**config.mk**
```make
export PLATFORM = sky130hd
export DESIGN_NAME = fetch_decode_queue
export DESIGN_NICKNAME = d
export VERILOG_FILES = /design/src/rtl/fetch_decode_queue.sv
export SDC_FILE = /design/constraint.sdc
export NUM_CORES = 1
export LEC_CHECK = 0
export ABC_AREA = 1
export CELL_PAD_IN_SITES_DETAIL_PLACEMENT = 0
export CELL_PAD_IN_SITES_GLOBAL_PLACEMENT = 1
export CORE_MARGIN = 4
export CORE_UTILIZATION = 35
export DETAILED_ROUTE_END_ITERATION = 10
export MAX_ROUTING_LAYER = met4
export PLACE_DENSITY = 0.83
export SLEW_MARGIN = 20
export SYNTH_ARGS = -nofsm -noshare
export SYNTH_HDL_FRONTEND = slang
export SYNTH_SLANG_ARGS = --single-unit
```
**constraint.sdc**
```tcl
create_clock -name clk -period 4.82 [get_ports clk]
set_input_delay 0.723 -clock clk [delete_from_list [all_inputs] [get_ports clk]]
set_output_delay 0.723 -clock clk [all_outputs]
set_load 0.02 [all_outputs]
```
**src/rtl/fetch_decode_queue.sv**
```systemverilog
// DEPTH-entry {pc, instr} queue between fetch and decode; 1-cycle fill latency, no empty bypass.
// Back-pressure: in_ready drops only when full (no pass-through on full); flush drops everything at the next edge.
module fetch_decode_queue #(
  parameter int          DEPTH       = 2,
  parameter int          PC_WIDTH    = 64,
  parameter int          INSTR_WIDTH = 32,
  parameter logic [63:0] RESET_PC    = 64'h8000_0000
) (
  input  logic                       clk,
  input  logic                       reset,
  input  logic                       in_valid,
  input  logic [PC_WIDTH-1:0]        in_pc,
  input  logic [INSTR_WIDTH-1:0]     in_instr,
  output logic                       in_ready,
  output logic                       out_valid,
  output logic [PC_WIDTH-1:0]        out_pc,
  output logic [INSTR_WIDTH-1:0]     out_instr,
  input  logic                       out_ready,
  input  logic                       flush,
  output logic [$clog2(DEPTH):0]     count
);

  localparam int PtrW = $clog2(DEPTH);
  localparam int CntW = PtrW + 1;

  localparam logic [PtrW-1:0]     PtrOne    = PtrW'(1);
  localparam logic [CntW-1:0]     CntOne    = CntW'(1);
  localparam logic [CntW-1:0]     FullCount = CntW'(DEPTH);
  localparam logic [PC_WIDTH-1:0] ResetPc   = PC_WIDTH'(RESET_PC);

  typedef struct packed {
    logic [PC_WIDTH-1:0]    pc;
    logic [INSTR_WIDTH-1:0] instr;
  } entry_t;

  entry_t          mem [DEPTH];
  logic [PtrW-1:0] wrPtr;
  logic [PtrW-1:0] rdPtr;
  logic            push;
  logic            pop;

  // Handshake readiness depends on occupancy only; flush is applied at the edge.
  assign in_ready  = (count < FullCount);
  assign out_valid = (count != '0);
  assign push      = in_valid & in_ready & ~flush;
  assign pop       = out_valid & out_ready & ~flush;

  assign out_pc    = out_valid ? mem[rdPtr].pc    : ResetPc;
  assign out_instr = out_valid ? mem[rdPtr].instr : '0;

  // Storage is deliberately left unreset; out_valid gates what is visible.
  always_ff @(posedge clk) begin
    if (push) begin
      mem[wrPtr] <= '{pc: in_pc, instr: in_instr};
    end
  end

  always_ff @(posedge clk or posedge reset) begin
    if (reset) begin
      wrPtr <= '0;
      rdPtr <= '0;
      count <= '0;
    end else if (flush) begin
      wrPtr <= '0;
      rdPtr <= '0;
      count <= '0;
    end else begin
      if (push) begin
        wrPtr <= wrPtr + PtrOne;
      end
      if (pop) begin
        rdPtr <= rdPtr + PtrOne;
      end
      if (push && !pop) begin
        count <= count + CntOne;
      end else if (pop && !push) begin
        count <= count - CntOne;
      end
    end
  end

endmodule

```
==> impl_metrics.csv <==
group,metric,value,unit
run_status,status,"complete, no violations",
grt,grt.total_usage,14.5,%
worst_setup_path,slowest_delay,0.78,ns
cts,clock-sinks,196,
sta,skew,0.00516,ns
sta,report.final.hold_viol_count,0,
cts,cts.clk_slew.worst_paths,0.07,ns
worst_setup_path,cp_slowest_cell,"dfrtp_4",
layout,final_cell_area,10300,um2
drt,drc,0,
pwr,p_int,3.28,mW
grt,busiest_layer,"met2",
layout,num_antenna_cells,0,
worst_setup_path,r2r-start,"rdPtr",
floorplan,io_pins,201,
grt,globalRouteOverflowTotal,0,
floorplan,chipHeight,154,um
grt,grt_util_met1,17.2,%
drt,postRouteAntennaNets,0,
worst_setup_path,r2r-end,"rdPtr",
floorplan,die_w,154,um
synth,synthCells,549,
worst_setup_path,end_kind,"primary output",
synth,async_flop_share,2.04,%
synth,ys_ff_latch,196,
pwr,power_density,447,nW/um2
cts,cts_setup_buffers,0,
cts,cts_hold_buf,0,
worst_setup_path,crit_chain,"clkinv_2, buf_12, nand2_1, a21oi_1, clkdlybuf4s50_1",
grt,grt_max_degree,97,
pwr,p_sw_share,28.7,%
sta,setup_viol,0,
drt,wl,16800,um
synth,ys_top_cells_by_area,"edfxtp_1 78%, nand2_1 10%, a21oi_1 6.5%",
floorplan,die_area,23600,um2
layout,nets,844,
worst_setup_path,critPathMaxFanout,52,
pwr,p_seq_share,44.0,%
pwr,p_leak,3.56,nW
grt,antenna_found_initial,0,
place,place_area,9700,um2
sta,fmaxAchievable,258,MHz
synth,netlist_area,7440,um2
pwr,combPwrFrac,24.7,%
pwr,vdd_drop_max,0.233,mV
drt,dr.pass1.iters,4,
sta,worst_pin_slew,0.736,ns
worst_setup_path,arrival,3.15,ns
cts,cts_buffers,17,
cts,cts_root_buf,"clkbuf_16",
place,place_congestion,0.704,
worst_setup_path,cpLargestDelayFamily,"buffers and inverters",
sta,fin_setup_tns,0,ns
worst_setup_path,start_kind,"flip-flop",
layout,drive_gt1_share,6.22,%
layout,fillCellCount,1837,
worst_setup_path,rrSetupSlack,2.46,ns
worst_hold_path,hp-class,"in -> async",
pwr,pwr-share-clk,31.3,%
worst_setup_path,cp.required,4.10,ns
cts,ctsResizeCount,0,
worst_setup_path,crit_type,"reg -> out",
synth,synth_top_flop_cell,"edfxtp_1",
worst_setup_path,r2r_cells,4,
sta,slew_headroom,50.9,%
grt,grtUsageMet3,4.98,%
place,numPortBuffers,200,
worst_setup_path,cp.depth,5,
synth,yosys.area.top_type,"edfxtp_1",
synth,synth_edf_count,192,
worst_setup_path,critical_path.startpoint,"rdPtr",
worst_setup_path,cp.buffers_inverters,3,
sta,rsz0062_at_grt,"no",
flow_run,drv_cap,0,
grt,globalRouteMet2Util,23.6,%
sta,period_share,80.3,%
floorplan,start_util,35.5,%
drt,wl_per_cell,16.3,um
floorplan,num_rows,53,
place,post-dp-hpwl,10400,um
sta,final_max_slew_viol_count,0,
synth,ys.warnings.count,0,
synth,synth_cell_type_count,18,
drt,dr_total_vias,4751,
drt,drtIter0Drc,236,
synth,synth_area_per_cell,13.5,um2
sta,period_needed,3.87,ns
cts,cts_max_level,4,
cts,cts_tree,"done",
synth,yosysSeqAreaShare,78.9,%
synth,synth_top_area_share,77.5,%
pwr,p_sw,1.32,mW
floorplan,core-area,21000,um2
synth,synth_nets,650,
cts,clock_path_buffers,2,
grt,grt_pass1_vias,4890,
drt,detail_route.vias_per_cell,4.61,
cts,clk_latency,0.42,ns
grt,grt_pass1_wl,25900,um
layout,syn_to_final_growth,38.6,%
worst_setup_path,crit_end,"out_pc[11]",
==> power by group through the flow <==
stage / clock network [mW] / registers [mW] / logic (mW)
finish: 1.44 / 2.03 / 1.14
global route: 1.56 / 2.04 / 1.22
CTS: 1.48 / 2.03 / 1.16
detailed placement: 0 / 2.07 / 1.16
global placement: 0 / 2.06 / 1.15
floorplan: 0 / 2.06 / 0.609
==> worst reg2reg max path, stage by stage, from the launching register on <==
cell	delay [ns]
dfrtp_4	0.78
clkinv_2	0.74
buf_12	0.46
o21ai_0	0.20
a21oi_1	0.06
==> Yosys cell counts, types with 2 or more instances <==
master    number
nand2_1      200
nor2_1         3
nand2_4        2
buf_4          5
buf_6          3
buf_2         18
inv_1          6
clkbuf_1       4
o21ai_0        2
edfxtp_1     192
nand2_2        2
a21oi_1       97
nand3_1        5
dfrtp_1        4
inv_2          2
nor2_4         2
==> per-stage QoR <==
step                      cells  setup WS, ns  power [mW]  util [%]  hold slack (ns)
after floorplan             549        -0.717        2.66         -            0.481
after global placement      999          1.30        3.21      46.3            0.562
after detailed placement    999          1.30        3.22      46.3            0.579
after CTS                  1031         0.827        4.67      49.2            0.496
after global routing       1031         0.701        4.82      49.2            0.500
final                      1031         0.948        4.61      49.2            0.511
==> cell usage in the layout, fill, tap and decap left out, types with 3 or more instances in the layout <==
cell,synthesis,layout
bufinv_16,0,3
clkdlybuf4s50_1,0,200
clkinvlp_4,0,3
nand2_1,200,200
dfrtp_1,4,3
edfxtp_1,192,192
nor2_4,2,4
nand3_1,5,5
clkbuf_16,0,17
buf_12,1,4
clkinv_2,0,3
a21oi_1,97,97
inv_1,6,6
==> how the worst min path moves through the flow <==
stage / start / endpoint / slack, ns / depth (start not counted)
floorplan: wrPtr / wrPtr / 0.48 / 1
global placement: wrPtr / wrPtr / 0.56 / 1
detailed placement: wrPtr / wrPtr / 0.58 / 1
CTS: reset / count[0] / 0.50 / 2
global route: reset / count[0] / 0.50 / 2
finish: reset / count[0] / 0.51 / 2
==> flip-flops by register name (all words and copies together), names as in the netlist <==
name,flops
count,2
mem,192
rdPtr,1
wrPtr,1
==> layout make-up <==
type                            count  area, um2  share of cell area, %
Tap cell                          275        344                   3.34
Timing Repair Buffer              206       2100                   20.3
Multi-Input combinational cell    314       1360                   13.2
Clock buffer                       17        425                   4.13
Inverter                            8       31.3                  0.303
Clock inverter                     15        179                   1.74
Sequential cell                   196       5870                   56.9
==> metal layers <==
| layer | vias up | share of wire [%] |
|---|---|---|
| met5 | - | 0 |
| met4 | 0 | 1.3 |
| met3 | 16 | 7.5 |
| met2 | 156 | 48 |
| met1 | 2263 | 43 |
| li1 | 2316 | - |
==> logic make-up (layout without fill, tap and decap cells) <==
group / Yosys count / count (layout) / share of synthesized area, %
buffers and inverters: 39 / 246 / 3.04
AND/OR/NAND/NOR: 215 / 215 / 11.4
AO/OA/AOI/OAI: 99 / 99 / 6.66
flip-flops: 196 / 196 / 78.9
Power figures use the tool's default switching activity.
